===== src/rtl/systolic_pkg.sv =====
// Shared configuration and state encoding for the 3x3 systolic sequencer.
// Array geometry and PE latency live here so the top, feeder and interface agree.
package systolic_pkg;

    localparam int N         = 3;
    localparam int DW        = 8;
    localparam int PE_LAT    = 2;
    localparam int FEED_CYC  = 2 * N - 1;
    localparam int DRAIN_CYC = N - 1 + PE_LAT;
    localparam int CNT_W     = $clog2(2 * N + PE_LAT);

    typedef enum logic [2:0] {
        IDLE,
        LOAD,
        FEED,
        DRAIN,
        CAPTURE
    } state_t;

endpackage


===== src/rtl/systolic_sequencer_if.sv =====
// Matrix-port and PE-mesh signal bundle for the systolic sequencer.
// master = environment (matrix source, PE mesh); slave = the sequencer.
interface systolic_sequencer_if;
    import systolic_pkg::*;

    logic                  START;
    logic [N*N*DW-1:0]     a_flat;
    logic [N*N*DW-1:0]     b_flat;
    logic [N*N*DW-1:0]     pe_result;
    logic [N*DW-1:0]       row_a;
    logic [N-1:0]          row_vld;
    logic [N*DW-1:0]       col_b;
    logic [N-1:0]          col_vld;
    logic                  pe_clear;
    logic                  busy;
    logic                  DONE;
    logic [N*N*DW-1:0]     m_flat;

    modport master (
        output START, a_flat, b_flat, pe_result,
        input  row_a, row_vld, col_b, col_vld, pe_clear, busy, DONE, m_flat
    );

    modport slave (
        input  START, a_flat, b_flat, pe_result,
        output row_a, row_vld, col_b, col_vld, pe_clear, busy, DONE, m_flat
    );

endinterface


===== src/rtl/skew_feeder.sv =====
// Combinational wavefront select for one array edge: lane l carries element k = t-l.
// Rows read mat[l][k]; columns (IS_COL) read mat[k][l].
module skew_feeder
    import systolic_pkg::*;
#(
    parameter bit IS_COL = 1'b0
) (
    input  logic [CNT_W-1:0]   t,
    input  logic               en,
    input  logic [N*N*DW-1:0]  mat,
    output logic [N*DW-1:0]    data,
    output logic [N-1:0]       vld
);

    always_comb begin
        int k;
        k    = 0;
        data = '0;
        vld  = '0;
        for (int l = 0; l < N; l++) begin
            k = int'(t) - l;
            if (en && k >= 0 && k < N) begin
                vld[l] = 1'b1;
                if (IS_COL)
                    data[l*DW +: DW] = mat[(k*N + l)*DW +: DW];
                else
                    data[l*DW +: DW] = mat[(l*N + k)*DW +: DW];
            end
        end
    end

endmodule


===== src/rtl/systolic_sequencer.sv =====
// Sequencer for the 3x3 systolic array: latches operands, drives skewed wavefronts,
// waits for the mesh to drain, captures the result matrix and pulses DONE.
module systolic_sequencer
    import systolic_pkg::*;
(
    input  logic                 CLK,
    input  logic                 RESET,
    systolic_sequencer_if.slave  bus
);

    localparam logic [CNT_W-1:0] FEED_LAST  = CNT_W'(FEED_CYC - 1);
    localparam logic [CNT_W-1:0] DRAIN_LAST = CNT_W'(DRAIN_CYC - 1);

    state_t              state, state_nx;
    logic [CNT_W-1:0]    cnt, cnt_nx;
    logic [N*N*DW-1:0]   a_sh, b_sh;
    logic [N*DW-1:0]     row_a_nx, col_b_nx;
    logic [N-1:0]        row_vld_nx, col_vld_nx;
    logic                feed_nx;

    always_comb begin
        state_nx = state;
        cnt_nx   = cnt;
        unique case (state)
            IDLE:    if (bus.START) state_nx = LOAD;
            LOAD: begin
                state_nx = FEED;
                cnt_nx   = '0;
            end
            FEED: begin
                if (cnt == FEED_LAST) begin
                    state_nx = DRAIN;
                    cnt_nx   = '0;
                end else begin
                    cnt_nx = cnt + CNT_W'(1);
                end
            end
            DRAIN: begin
                if (cnt == DRAIN_LAST) begin
                    state_nx = CAPTURE;
                    cnt_nx   = '0;
                end else begin
                    cnt_nx = cnt + CNT_W'(1);
                end
            end
            CAPTURE: state_nx = IDLE;
            default: state_nx = IDLE;
        endcase
    end

    // Outputs are registered from next-state values so they line up with the state they describe.
    assign feed_nx = (state_nx == FEED);

    skew_feeder #(.IS_COL(1'b0)) u_row_feeder (
        .t    (cnt_nx),
        .en   (feed_nx),
        .mat  (a_sh),
        .data (row_a_nx),
        .vld  (row_vld_nx)
    );

    skew_feeder #(.IS_COL(1'b1)) u_col_feeder (
        .t    (cnt_nx),
        .en   (feed_nx),
        .mat  (b_sh),
        .data (col_b_nx),
        .vld  (col_vld_nx)
    );

    // Shadow operands are captured on the accepting edge so FEED sees them from its first step.
    always_ff @(posedge CLK) begin
        if (state == IDLE && bus.START) begin
            a_sh <= bus.a_flat;
            b_sh <= bus.b_flat;
        end
    end

    always_ff @(posedge CLK or posedge RESET) begin
        if (RESET) begin
            state        <= IDLE;
            cnt          <= '0;
            bus.row_a    <= '0;
            bus.row_vld  <= '0;
            bus.col_b    <= '0;
            bus.col_vld  <= '0;
            bus.pe_clear <= 1'b0;
            bus.busy     <= 1'b0;
            bus.DONE     <= 1'b0;
            bus.m_flat   <= '0;
        end else begin
            state        <= state_nx;
            cnt          <= cnt_nx;
            bus.row_a    <= row_a_nx;
            bus.row_vld  <= row_vld_nx;
            bus.col_b    <= col_b_nx;
            bus.col_vld  <= col_vld_nx;
            bus.pe_clear <= (state_nx == LOAD);
            bus.busy     <= (state_nx != IDLE);
            bus.DONE     <= (state == CAPTURE);
            if (state == CAPTURE)
                bus.m_flat <= bus.pe_result;
        end
    end

endmodule


===== src/flat_wrapper.sv =====
// flat-port wrapper written by rule: the top's interface ports become plain ports
module systolic_sequencer_flat import systolic_pkg::*;
  (CLK, RESET, bus_START, bus_a_flat, bus_b_flat, bus_pe_result, bus_row_a, bus_row_vld, bus_col_b, bus_col_vld, bus_pe_clear, bus_busy, bus_DONE, bus_m_flat);
  systolic_sequencer_if bus_i ();
  input  logic CLK;
  input  logic RESET;
  input wire logic [$bits(bus_i.START)-1:0] bus_START;
  input wire logic [$bits(bus_i.a_flat)-1:0] bus_a_flat;
  input wire logic [$bits(bus_i.b_flat)-1:0] bus_b_flat;
  input wire logic [$bits(bus_i.pe_result)-1:0] bus_pe_result;
  output wire logic [$bits(bus_i.row_a)-1:0] bus_row_a;
  output wire logic [$bits(bus_i.row_vld)-1:0] bus_row_vld;
  output wire logic [$bits(bus_i.col_b)-1:0] bus_col_b;
  output wire logic [$bits(bus_i.col_vld)-1:0] bus_col_vld;
  output wire logic [$bits(bus_i.pe_clear)-1:0] bus_pe_clear;
  output wire logic [$bits(bus_i.busy)-1:0] bus_busy;
  output wire logic [$bits(bus_i.DONE)-1:0] bus_DONE;
  output wire logic [$bits(bus_i.m_flat)-1:0] bus_m_flat;
  assign bus_i.START = bus_START;
  assign bus_i.a_flat = bus_a_flat;
  assign bus_i.b_flat = bus_b_flat;
  assign bus_i.pe_result = bus_pe_result;
  assign bus_row_a = bus_i.row_a;
  assign bus_row_vld = bus_i.row_vld;
  assign bus_col_b = bus_i.col_b;
  assign bus_col_vld = bus_i.col_vld;
  assign bus_pe_clear = bus_i.pe_clear;
  assign bus_busy = bus_i.busy;
  assign bus_DONE = bus_i.DONE;
  assign bus_m_flat = bus_i.m_flat;
  systolic_sequencer u_core (.CLK(CLK), .RESET(RESET), .bus(bus_i));
endmodule

===== config.mk =====
export PLATFORM = sky130hd
export DESIGN_NAME = systolic_sequencer_flat
export DESIGN_NICKNAME = d
export VERILOG_FILES = /design/src/rtl/systolic_pkg.sv /design/src/rtl/systolic_sequencer_if.sv /design/src/rtl/skew_feeder.sv /design/src/rtl/systolic_sequencer.sv /design/src/flat_wrapper.sv
export SDC_FILE = /design/constraint.sdc
export NUM_CORES = 1
export LEC_CHECK = 0
export CORE_MARGIN = 4
export CORE_UTILIZATION = 25
export DETAILED_ROUTE_END_ITERATION = 12
export PLACE_DENSITY = 0.53
export SYNTH_ARGS = -nofsm -noshare
export SYNTH_HDL_FRONTEND = slang
export SYNTH_SLANG_ARGS = --single-unit

===== constraint.sdc =====
create_clock -name CLK -period 22.3 [get_ports CLK]
set_input_delay 5.575 -clock CLK [delete_from_list [all_inputs] [get_ports CLK]]
set_output_delay 5.575 -clock CLK [all_outputs]
set_load 0.05 [all_outputs]

**Word level (Yosys, flattened, before mapping)**

Index checks and enable logic that the tools add are counted.

- Register bits: 276
- Bits in latches: 0
- Memory bits (writable): 0
- Memory bits (read-only): 0
- Word-level logic and storage cells: 66
- Memories: 0

- Add/sub/neg operators: 7
- Multipliers: 3
- Divide/modulo/power cells: 0
- Magnitude comparators: 6
- Eq/ne operators: 8
- Shifts and indexed selects: 6
- Muxes and demuxes: 16
- Bitwise operators: 0
- Reductions and logical operators: 9

Operators with widths:

| kind | count |
|---|---|
| $shiftx A72 B32 Y8 | 2 |
| $shiftx A72 B8 Y8 | 2 |
| $shiftx A72 B7 Y8 | 1 |
| $shiftx A72 B9 Y8 | 1 |
| $mux W8 | 6 |
| $add A29 B2 Y29 const B | 1 |
| $add A29 B3 Y29 const B | 1 |
| $mux W3 | 5 |
| $mul A4 B3 Y7 const B | 2 |
| $eq A3 B2 Y1 const B | 4 |
| $pmux W3 S4 | 1 |
| $pmux W3 S3 | 1 |
| $ge A4 B1 Y1 const B | 2 |
| $lt A4 B3 Y1 const B | 2 |
| $logic_and A1 B1 Y1 | 7 |
| $eq A3 B1 Y1 const B | 2 |
| $eq A3 B3 Y1 const B | 2 |
| $add A3 B4 Y5 const A | 1 |
| $add A4 B4 Y5 const A | 1 |
| $mul A3 B2 Y5 const B | 1 |
| $sub A3 B1 Y4 const B | 1 |
| $sub A3 B2 Y4 const B | 1 |
| $add A3 B1 Y3 const B | 1 |
| $ge A3 B1 Y1 const B | 1 |
| 4 further kinds | 6 |

**Longest topological paths before layout**

- Word-level depth: 8
- Mapped depth: 24
- Depth with buffers taken out: 19

**Modules after synthesis**

From an unflattened synthesis, not the netlist that was laid out.

- Cells, all modules: 727
- Area, all modules: 12,534.5 um^2

Modules (own cells, without submodules):

| module | instances | cells each | area each (um^2) | sequential area each (um^2) |
|---|---|---|---|---|
| systolic_sequencer | 1 | 395 | 9,170.0 | 7,702.4 |
| skew_feeder at u_core.u_col_feeder | 1 | 192 | 1,914.3 | 0.0 |
| skew_feeder at u_core.u_row_feeder | 1 | 140 | 1,450.1 | 0.0 |

**Worst setup path after synthesis**

Ideal clock, no wire load.

- Kind: input port to flip-flop
- Start point: input port bus_START
- End point: register u_core.a_sh[0] (enable)
- Library setup time: 1.051 ns
- Arrival time: 20.015 ns
- Required time: 21.249 ns
- Slack: 1.234 ns
- Cell stages on the path: 1
- Buffers on the path: 0
- Cells stage by stage: nor4b_1

- Word-level cells in the longest chain between the ends: 1

Ends and longest elaborated chain:

| item | RTL line | text |
|---|---|---|
| start, declared | flat_wrapper.sv:7 | `input wire logic [$bits(bus_i.START)-1:0] bus_START;` |
| $logic_and A1 B1 Y1 | systolic_sequencer.sv:72 | `if (state == IDLE && bus.START) begin` |
| end signal, assigned | systolic_sequencer.sv:73 | `a_sh <= bus.a_flat;` |
| end, declared | systolic_sequencer.sv:16 | `logic [N*N*DW-1:0] a_sh, b_sh;` |

Every way passes these cells.
A chain may end at the register's enable or synchronous reset.

**Final worst setup path**

- Start point: input port bus_START
- End point: register u_core.a_sh[24] (enable)

The elaborated chain is that of the path after synthesis.

==> reports/qor.log <==
qor: worst_hold_path.worst_hold_path.num_cells 2
qor: logic_synthesis.postSynthNetCount 1184
qor: setup_path.critical-path-max-stage-delay 0.87 ns
qor: placed_design.numPlacedInstances 1914
qor: setup_path.rr_startpoint u_core.cnt[0]
qor: routing.initialDrtViolationCount 665
qor: logic_synthesis.postSynthCellCount 942
qor: routing.detail_route.first_pass.iterations 5
qor: logic_synthesis.synthesis.yosys.warnings 0
qor: global_route.antenna_violations_before_repair 0
qor: floorplan.floorplan.initialDensity 25.37%
qor: floorplan.design.portCount 348
qor: routing.drt-wirelength-per-cell 19.06 um
qor: setup_path.crit_path_end_kind register
qor: sta.fraction_of_the_cycle_the_final_worst_path_needs 35.56%
qor: global_route.overflow 0
qor: final_layout.finish.net_count 1525
qor: worst_hold_path.hold_path.class reg2reg
qor: logic_synthesis.synth.cell_area 12470 um2
qor: clock_tree.ctsHoldBuffers 0
qor: clock_tree.clock_tree.root_cell clkbuf_16
qor: floorplan.dieArea 53510 um2
qor: sta.setup_tns 0 ns
qor: setup_path.worstSetupStartpointType input port
qor: sta.layout_setup_ws 14.37 ns
qor: setup_path.critPathMaxFanout 79
qor: final_layout.layout_commonest_cell clkdlybuf4s50_1
qor: routing.avgViaCountPerCell 4.511
qor: final_layout.antenna-diode-count 0
qor: placed_design.finalWeightedCongestion 0.7681
qor: routing.route.detailed.drc 0
qor: worst_hold_path.worst_min_delay_path_startpoint u_core.a_sh[65]
qor: global_route.vias_in_the_first_global_route 9218
qor: sta.max_freq 126.1 MHz
qor: final_layout.area.growth.synth_to_final 40.80%
qor: floorplan.die_height 231.3 um
qor: setup_path.critPathSlowestCell buf_4
qor: setup_path.required 22.48 ns
qor: logic_synthesis.synth_top_flop_cell edfxtp_1
qor: setup_path.arr_time_crit_path 8.11 ns
qor: clock_tree.ctsHtreeMaxLevel 1
qor: placed_design.dp_hpwl 26.58 mm
qor: routing.drt.antenna.violating_nets 0
qor: sta.final.min_clock_period 7.930 ns
qor: logic_synthesis.post_synth_main_area_contributors edfxtp_1 35%, dfrtp_1 26%, mux2_2 6.8%
qor: global_route.grt_max_degree 80
qor: sta.report.final.setup_viol 0
qor: floorplan.std_cell_rows 81
qor: logic_synthesis.synth.largest_area_cell edfxtp_1
qor: placed_design.io_buffers 347
qor: sta.timing_max_transition_violations_final 0
qor: clock_tree.clock_edge_transition_at_the_registers_on_the_reported_setup_and_hold_paths 0.06 ns
qor: routing.drt_wl_total 37.57 mm
qor: logic_synthesis.ys_ff_latch 276
qor: clock_tree.cts_resizes 0
qor: job.cap_viol_max_count 0
qor: sta.slew_headroom 28.38%
qor: logic_synthesis.synthesized_area_per_cell 13.24 um2
qor: setup_path.path_cells clkdlybuf4s50_1 -> nor4b_2 -> buf_4 -> buf_4
qor: final_layout.final_util 35.72%
qor: final_layout.layoutNonFillerInstCount 1971
qor: status.status completed
qor: placed_design.dp_slack 13.70 ns
qor: floorplan.chip_width 231.3 um
qor: logic_synthesis.share_of_synthesized_flip_flops_with_an_asynchronous_set_or_reset 47.83%
qor: sta.grt_setup_unrepaired no
qor: logic_synthesis.synth_top_area_share 34.68%
qor: setup_path.path_common_cell buf_4
qor: final_layout.fillerInstances 4786
qor: global_route.total_routing_usage_reported_by_global_routing 13.43%
qor: clock_tree.cts.path.max_buffers 3
qor: sta.hold_violation_count_in_the_final_report 0
qor: clock_tree.post_cts_buffers 0
qor: clock_tree.worst_skew_pair.late_latency 0.56 ns
qor: logic_synthesis.yosysUniqueCellTypes 71
qor: floorplan.core_footprint 49150 um2
qor: worst_hold_path.min_to u_core.bus.row_a[17]
qor: sta.tightestPinTransition 1.074 ns
qor: logic_synthesis.yosysSeqAreaShare 61.17%
qor: global_route.grt_pass1_wl 56.08 mm
qor: setup_path.timing.reg2reg.setup_slack 15.38 ns
qor: setup_path.critical_path_class in2reg
qor: final_layout.layout.cells.most_common_list 347 x clkdlybuf4s50_1, 144 x edfxtp_1, 132 x dfrtp_1
qor: routing.detailroute.via_count 8892
qor: clock_tree.cts.sinks 276
qor: clock_tree.tritoncts done
qor: setup_path.worst_case_reg_to_reg_path_depth 17
qor: sta.finClkSkew 0.007451 ns
qor: final_layout.drive_above_1_share 14.54%
qor: setup_path.critical_path.reg2reg.endpoint u_core.bus.col_b[15]
qor: logic_synthesis.synth-edff-count 144
qor: clock_tree.cts_inserted_buffers 31
[state kept, by name, indices dropped and copies added, names as in the netlist]
register / cells
u_core.bus.row_a: 24
u_core.state: 3
u_core.bus.DONE: 1
u_core.cnt: 3
u_core.bus.col_b: 24
u_core.bus.row_vld: 3
u_core.bus.m_flat: 72
u_core.bus.busy: 1
u_core.b_sh: 72
u_core.bus.pe_clear: 1
u_core.a_sh: 72
[worst max-delay path, delay by kind of cell]
family / cells / cell delay, ns
and+or+nand+nor: 1 / 0.22
buffers and inverters: 3 / 2.14
[layout make-up]
class	count	area [um2]	share of cell area (%)
Timing Repair Buffer	358	3556	20.26
Multi-Input combinational cell	596	4529	25.80
Tap cell	664	830.8	4.732
Clock inverter	16	106.4	0.6058
Sequential cell	276	7627	43.45
Clock buffer	41	823.3	4.690
Inverter	20	82.58	0.4704
[layer usage]
layer | vias up | part of all wire (%) | global-route usage, %
met5 | - | 0 | 0
met4 | 0 | 1.9 | 3.402
met3 | 42 | 5.6 | 2.102
met2 | 301 | 51 | 24.03
met1 | 4413 | 41 | 16.98
li1 | 4136 | - | -
[logic make-up (layout without fill, tap and decap cells)]
| family | count (synthesis) | after routing | synth area share, % |
|---|---|---|---|
| and+or+nand+nor | 305 | 305 | 11.49 |
| DFF | 276 | 276 | 61.17 |
| AOI/OAI and AO/OA | 132 | 132 | 6.794 |
| muxes | 125 | 125 | 14.54 |
| buffers and inverters | 70 | 435 | 2.679 |
| adders and majority gates | 23 | 23 | 2.368 |
| xor gates and xnor gates | 11 | 11 | 0.9534 |
[how the worst max path moves through the flow]
stage	startpoint	cells after the start	endpoint	slack [ns]
after CTS	bus_START	4	u_core.a_sh[13]	14.32
after global placement	bus_START	4	u_core.a_sh[13]	13.74
after detailed placement	bus_START	4	u_core.a_sh[45]	13.70
after global routing	bus_START	4	u_core.a_sh[67]	14.18
after floorplan	bus_START	1	u_core.a_sh[0]	1.23
final	bus_START	4	u_core.a_sh[24]	14.37
[through the flow]
stage | cell area [um2] | hold slack (ns)
detailed placement | 16630 | 0.4716
finish | 17560 | 0.4807
global route | 17560 | 0.5044
floorplan | 12470 | 0.4512
global placement | 16630 | 0.4695
CTS | 17560 | 0.4841
[synth_stat cells, types with 12 or more instances]
cell type and n:
dfrtp_1 132, o21ai_0 32, nor2_1 67, ha_1 22
nor3_1 23, mux2_2 75, nand3_1 32, edfxtp_1 144
nand2_1 123, inv_1 16, mux4_2 37, a21oi_1 48
mux2i_1 12, nor2b_1 17, clkbuf_1 26
Power is left out: the tool's default activity adds up to more than one toggle a clock period on the data nets, which glitch-free logic cannot reach.
